==> src/rtl/rename_pkg.sv <==
`default_nettype none
// ============================================================================
// Module      : rename_pkg
// Description : Shared defaults, tag/register-index types and the x0 index
//               for the rename register file.
// Revision    : 1.0
// ============================================================================
package rename_pkg;

    localparam int c_DEF_NUM_REGS = 32;
    localparam int c_DEF_XLEN     = 32;
    localparam int c_DEF_TAG_W    = 4;
    localparam int c_DEF_NUM_RD   = 3;
    localparam int c_DEF_REG_AW   = $clog2(c_DEF_NUM_REGS);

    typedef logic [c_DEF_TAG_W-1:0]  tag_t;
    typedef logic [c_DEF_REG_AW-1:0] reg_idx_t;

    localparam reg_idx_t c_X0 = '0;

endpackage
`default_nettype wire

==> src/rtl/rename_lookup_port.sv <==
`default_nettype none
// ============================================================================
// Module      : rename_lookup_port
// Description : One source-operand lookup: selects busy/tag or value for the
//               addressed register. Same-cycle commit forwarding is enabled by
//               defining RENAME_COMMIT_BYPASS_EN.
// Revision    : 1.0
// ============================================================================
module rename_lookup_port
    import rename_pkg::*;
#(
    parameter int REG_AW = c_DEF_REG_AW,
    parameter int XLEN   = c_DEF_XLEN,
    parameter int TAG_W  = c_DEF_TAG_W
) (
    input  logic              i_en,
    input  logic [REG_AW-1:0] i_addr,
    input  logic              i_ent_busy,
    input  logic [TAG_W-1:0]  i_ent_tag,
    input  logic [XLEN-1:0]   i_ent_value,
    input  logic              i_cmt_valid,
    input  logic [REG_AW-1:0] i_cmt_rd,
    input  logic [TAG_W-1:0]  i_cmt_tag,
    input  logic [XLEN-1:0]   i_cmt_value,
    output logic              o_busy,
    output logic [TAG_W-1:0]  o_tag,
    output logic [XLEN-1:0]   o_value
);

    logic w_is_x0;
    logic w_bypass;

    assign w_is_x0 = (i_addr == REG_AW'(c_X0));

`ifdef RENAME_COMMIT_BYPASS_EN
    // The committing producer is exactly the one this register waits on.
    assign w_bypass = i_cmt_valid && i_ent_busy &&
                      (i_cmt_rd == i_addr) && (i_cmt_tag == i_ent_tag);
`else
    logic w_unused_cmt;
    assign w_unused_cmt = ^{i_cmt_valid, i_cmt_rd, i_cmt_tag, i_cmt_value};
    assign w_bypass     = 1'b0;
`endif

    always_comb begin
        o_busy  = 1'b0;
        o_tag   = '0;
        o_value = '0;
        if (i_en && !w_is_x0) begin
            if (w_bypass) begin
                o_value = i_cmt_value;
            end else if (i_ent_busy) begin
                o_busy = 1'b1;
                o_tag  = i_ent_tag;
            end else begin
                o_value = i_ent_value;
            end
        end
    end

endmodule
`default_nettype wire

==> src/rtl/rename_regfile.sv <==
`default_nettype none
// ============================================================================
// Module      : rename_regfile
// Description : Architectural register file with per-register busy/tag rename
//               state, NUM_RD lookup ports, commit write-back and flush.
//               Optional macro: RENAME_COMMIT_BYPASS_EN (same-cycle forward).
// Revision    : 1.0
// ============================================================================
module rename_regfile
    import rename_pkg::*;
#(
    parameter  int NUM_REGS = c_DEF_NUM_REGS,
    parameter  int XLEN     = c_DEF_XLEN,
    parameter  int TAG_W    = c_DEF_TAG_W,
    parameter  int NUM_RD   = c_DEF_NUM_RD,
    localparam int REG_AW   = $clog2(NUM_REGS)
) (
    input  logic                     clk,
    input  logic                     rst,
    input  logic                     rdy,
    input  logic                     cmt_valid,
    input  logic [REG_AW-1:0]        cmt_rd,
    input  logic [TAG_W-1:0]         cmt_tag,
    input  logic [XLEN-1:0]          cmt_value,
    input  logic                     rn_req,
    input  logic [TAG_W-1:0]         rn_id,
    input  logic [NUM_RD-1:0]        rd_en,
    input  logic [NUM_RD*REG_AW-1:0] rd_addr,
    input  logic                     rn_dst_en,
    input  logic [REG_AW-1:0]        rn_dst,
    input  logic [TAG_W-1:0]         rn_tag,
    input  logic                     flush,
    output logic                     rsp_valid,
    output logic [TAG_W-1:0]         rsp_id,
    output logic [NUM_RD-1:0]        rsp_busy,
    output logic [NUM_RD*TAG_W-1:0]  rsp_tag,
    output logic [NUM_RD*XLEN-1:0]   rsp_value
);

    logic [XLEN-1:0]  r_value [NUM_REGS];
    logic             r_busy  [NUM_REGS];
    logic [TAG_W-1:0] r_tag   [NUM_REGS];

    logic                    r_rsp_valid;
    logic [TAG_W-1:0]        r_rsp_id;
    logic [NUM_RD-1:0]       r_rsp_busy;
    logic [NUM_RD*TAG_W-1:0] r_rsp_tag;
    logic [NUM_RD*XLEN-1:0]  r_rsp_value;

    logic                    w_accept;
    logic [NUM_RD-1:0]       w_busy;
    logic [NUM_RD*TAG_W-1:0] w_tag;
    logic [NUM_RD*XLEN-1:0]  w_value;

    // A flush squashes the request arriving alongside it.
    assign w_accept = rn_req && !flush;

    for (genvar gi = 0; gi < NUM_RD; gi++) begin : g_port
        logic [REG_AW-1:0] w_addr;
        assign w_addr = rd_addr[gi*REG_AW +: REG_AW];

        rename_lookup_port #(
            .REG_AW (REG_AW),
            .XLEN   (XLEN),
            .TAG_W  (TAG_W)
        ) u_port (
            .i_en        (rd_en[gi]),
            .i_addr      (w_addr),
            .i_ent_busy  (r_busy[w_addr]),
            .i_ent_tag   (r_tag[w_addr]),
            .i_ent_value (r_value[w_addr]),
            .i_cmt_valid (cmt_valid),
            .i_cmt_rd    (cmt_rd),
            .i_cmt_tag   (cmt_tag),
            .i_cmt_value (cmt_value),
            .o_busy      (w_busy[gi]),
            .o_tag       (w_tag[gi*TAG_W +: TAG_W]),
            .o_value     (w_value[gi*XLEN +: XLEN])
        );
    end

    always_ff @(posedge clk) begin
        if (rst) begin
            for (int r = 0; r < NUM_REGS; r++) begin
                r_value[r] <= '0;
                r_busy[r]  <= 1'b0;
                r_tag[r]   <= '0;
            end
            r_rsp_valid <= 1'b0;
            r_rsp_id    <= '0;
            r_rsp_busy  <= '0;
            r_rsp_tag   <= '0;
            r_rsp_value <= '0;
        end else if (rdy) begin
            r_rsp_valid <= w_accept;
            if (w_accept) begin
                r_rsp_id    <= rn_id;
                r_rsp_busy  <= w_busy;
                r_rsp_tag   <= w_tag;
                r_rsp_value <= w_value;
            end else begin
                r_rsp_id    <= '0;
                r_rsp_busy  <= '0;
                r_rsp_tag   <= '0;
                r_rsp_value <= '0;
            end
            // Entry 0 is never written after reset, so it stays idle and zero.
            for (int r = 1; r < NUM_REGS; r++) begin
                if (cmt_valid && (cmt_rd == REG_AW'(r))) begin
                    r_value[r] <= cmt_value;
                end
                if (flush) begin
                    r_busy[r] <= 1'b0;
                end else if (w_accept && rn_dst_en && (rn_dst == REG_AW'(r))) begin
                    r_busy[r] <= 1'b1;
                    r_tag[r]  <= rn_tag;
                end else if (cmt_valid && (cmt_rd == REG_AW'(r)) && (r_tag[r] == cmt_tag)) begin
                    r_busy[r] <= 1'b0;
                end
            end
        end
    end

    assign rsp_valid = r_rsp_valid;
    assign rsp_id    = r_rsp_id;
    assign rsp_busy  = r_rsp_busy;
    assign rsp_tag   = r_rsp_tag;
    assign rsp_value = r_rsp_value;

endmodule
`default_nettype wire

==> config.mk <==
export PLATFORM = sky130hd
export DESIGN_NAME = rename_regfile
export DESIGN_NICKNAME = d
export VERILOG_FILES = /design/src/rtl/rename_pkg.sv /design/src/rtl/rename_lookup_port.sv /design/src/rtl/rename_regfile.sv
export SDC_FILE = /design/constraint.sdc
export NUM_CORES = 2
export LEC_CHECK = 0
export BUFFER_PORTS_ARGS = -buffer_cell sky130_fd_sc_hd__buf_2
export CORE_ASPECT_RATIO = 0.7
export CORE_UTILIZATION = 40
export DETAILED_ROUTE_END_ITERATION = 10
export PLACE_DENSITY = 0.63
export SLEW_MARGIN = 20
export SYNTH_ARGS = -nofsm -noshare
export SYNTH_HDL_FRONTEND = slang
export SYNTH_SLANG_ARGS = --single-unit
==> constraint.sdc <==
create_clock -name clk -period 2.85 [get_ports clk]
set_input_delay 0 -clock clk [delete_from_list [all_inputs] [get_ports clk]]
set_output_delay 0 -clock clk [all_outputs]
set_load 0.005 [all_outputs]
==> summary.txt <==
FP Rows: 129
P per Cell Area: 593 mW/mm2
R2r endpoint: rsp_tag[10]$_SDFFE_PP0P_
PortBufs: 194
Slew Viols, Final: 0
Routed length per instance: 39.4 um
Unique masters post-synth: 59
Worst Tran Pin Value: 1.08 ns
Layout area overhead: 15.8%
Run status: finished, final reports clean
Placed cells: 7525
Placed wire-length estimate: 197000 um
Worst Path Max Fanout: 32
Crit path DAT: 3.52 ns
H-tree level count: 4
Post-synthesis cell count: 5089
Worst skew pair latency: 0.80 ns
Post-synth top cells: 1147 x edfxtp_1, 739 x mux4_2, 703 x nor2_1, 316 x clkbuf_1, 264 x mux2i_1
Startpoint Class: input port
Gp weighted congestion: 1.01
Syn nets: 5168
Initial DRC count: 11300
All-Layer GR Usage: 33.7%
Grt ovf: 0
Clock Sinks: 1263
Sequential share of the synthesized area: 51.0%
Synth Cell Area: 0.0721 mm2
Detail Route Antenna Nets: 0
Yosys top cell area share: 47.8%
Max Buffers Root-to-Sink: 3
Hold Crit Start: rst
WP data required: 3.57 ns
Via count: 55300
Register bit total from synthesis: 1263
Vias in the first global route: 52400
Critical path class: in -> reg
Drt pass-1 iters: 9
Largest area contributor in the netlist: edfxtp_1
Syn Area/Cell: 14.2 um2
Core area: 0.178 mm2
CTS tree: yes
Clock transition time at the flip-flop clock pins of the worst setup and hold paths: 0.06 ns
DR vias/cell: 7.03
Post-route cell area: 0.0835 mm2
FF-to-FF Start: r_busy[16]$_SDFFCE_PP0P_
Initial antenna violation count: 25
Layout cells sized above 1: 33.0%
First-pass GRT wire length: 423000 um
Number of fill cells: 15400
Post-route clock period utilization: 98.1%
Final Power: 49500 uW
Ports: 195
# Post-CTS Setup Buffers: 0
Peak VDD IR: 0.654 mV
Largest net degree at the start of global routing: 82
Pleak: 0.0286 uW
Synth Warn #: 0
Hold Crit Class: in -> reg
FMAX: 358 MHz
Final WL: 310000 um
Setup violations, final: 0
Hold Vio Cnt, Final: 0
CTS Root Cell: clkbuf_16
R2R depth: 7
Clock buffer count from CTS: 136
Rel. slew slack: 25.8%
Die width: 509 um
Top FF cell, synth: edfxtp_1
Post-Layout Cell Count: 7862
R2r setup slk: 0.13 ns
WHS Endpoint: rsp_busy[0]$_SDFFE_PP0P_
Nets: 5464
EDFF count, synth: 1147
Most common cell in the netlist: edfxtp_1
Crit end category: flip-flop
RSZ-0062 raised after global routing: false
Full die area: 0.182 mm2
WHS Path Cells: 3
Tmin final: 2.80 ns
Max cap viols: 0
Async set-reset flop share out of synthesis: 0%
Synth area leaders: edfxtp_1 48%, mux4_2 23%, mux2i_1 3.7%
Die height: 357 um
TNS Setup: 0 ns
Starting density of the core: 40.5%
Placed inst area: 0.0781 mm2
Clock Skew: 0.0383 ns
Drt drc: 0
==> per-layer routing <==
layer | GRT usage, % | up-vias | routed length (um)
li1 | - | 20900 | -
met1 | 45.0 | 27900 | 112000
met2 | 45.6 | 5524 | 124000
met3 | 16.4 | 963 | 57300
met4 | 15.4 | 32 | 16500
met5 | 0.592 | - | 460
==> cells by family (layout without fill, tap and decap cells) <==
group	after synthesis	after routing	share of synthesized area [%]
AO/OA/AOI/OAI	654	654	6.54
XOR/XNOR	124	124	1.51
buffers and inverters	601	1008	3.85
flip-flops	1263	1263	51.0
multiplexers	1163	1163	29.2
other	0	8	0
AND/OR/NAND/NOR	1284	1284	7.88
==> cells in the final DEF (no fill, tap or decap), types with 15 or more instances in the layout <==
| cell type | n |
|---|---|
| a21oi_1 | 83 |
| a221oi_1 | 97 |
| a221oi_2 | 32 |
| a22oi_1 | 36 |
| a311oi_1 | 34 |
| buf_12 | 94 |
| buf_2 | 180 |
| buf_4 | 326 |
| clkbuf_1 | 37 |
| clkbuf_16 | 144 |
| clkinv_1 | 15 |
| dfxtp_1 | 116 |
| dlygate4sd3_1 | 80 |
| edfxtp_1 | 1147 |
| inv_1 | 71 |
| mux2_2 | 156 |
| mux2i_1 | 264 |
| mux4_2 | 739 |
| nand2_1 | 176 |
| nand2_2 | 16 |
| nand2b_1 | 83 |
| nand2b_2 | 18 |
| nand3_1 | 72 |
| nand4_1 | 20 |
| nor2_1 | 698 |
| nor2b_1 | 72 |
| nor3_1 | 49 |
| nor4_1 | 23 |
| o211ai_1 | 17 |
| o21ai_0 | 67 |
| o21ai_1 | 55 |
| o22ai_1 | 131 |
| xnor2_1 | 70 |
| xor2_1 | 54 |
==> state kept, by name, indices dropped and copies added, names as in the netlist <==
signal     flops
r_value      992
r_tag        124
rsp_value     96
r_busy        31
rsp_tag       12
rsp_id         4
rsp_busy       3
rsp_valid      1
==> how the worst max path moves through the flow <==
stage	from	end	slack, ns	cells after the start
2_1_floorplan	rst	r_value[13][0]$_SDFFCE_PN0P_	0.60	5
3_3_place_gp	rd_addr[10]	rsp_value[85]$_SDFFE_PP0P_	0.19	7
3_5_place_dp	rd_addr[11]	rsp_value[85]$_SDFFE_PP0P_	0.10	8
4_1_cts	cmt_rd[1]	r_busy[31]$_SDFFCE_PP0P_	0.14	10
5_1_grt	r_busy[15]$_SDFFCE_PP0P_	rsp_busy[0]$_SDFFE_PP0P_	0.04	8
6_report	rd_addr[11]	rsp_tag[11]$_SDFFE_PP0P_	0.05	11
==> worst max-delay path: stages <==
cell           delay [ns]
dlygate4sd3_1        0.57
buf_8                0.32
buf_4                0.27
buf_4                0.19
buf_4                0.23
mux4_2               0.32
o22ai_1              0.10
a2111oi_1            0.50
nand2_1              0.18
dlygate4sd3_1        0.64
o21ai_1              0.12
==> report_power, final <==
part	leakage (uW)	switching [uW]	internal [uW]
clock network	0.00223	7810	10800
logic	0.0145	4850	3680
registers	0.0119	943	21400
==> repair_timing <==
action                                  4_1_cts  5_1_grt
hold endpoints to repair                    581        0
gates resized for setup                       0        3
endpoints found under the setup margin        0        3
hold buffers                                 80        0
==> final cells by class <==
| cell class | count | area (um2) | share of cell area (%) |
|---|---|---|---|
| antenna | 8 | 20.0 | 0.0240 |
| clock buffer | 190 | 3870 | 4.63 |
| clock inverter | 59 | 704 | 0.844 |
| inverter | 71 | 267 | 0.319 |
| multi-input combinational | 3225 | 32800 | 39.3 |
| sequential | 1263 | 36800 | 44.0 |
| tap | 2358 | 2950 | 3.53 |
| timing repair buffer | 688 | 6140 | 7.36 |
==> through the flow <==
stage          utilization [%]  setup WS (ns)  hold WS (ns)
3_3_place_gp              43.9          0.189         0.227
4_1_cts                   46.9          0.139       0.00238
6_report                  46.9         0.0535        0.0122
2_1_floorplan                -          0.600         0.139
3_5_place_dp              43.9          0.101         0.240
5_1_grt                   46.9         0.0449        0.0496
Power figures use the tool's default switching activity.
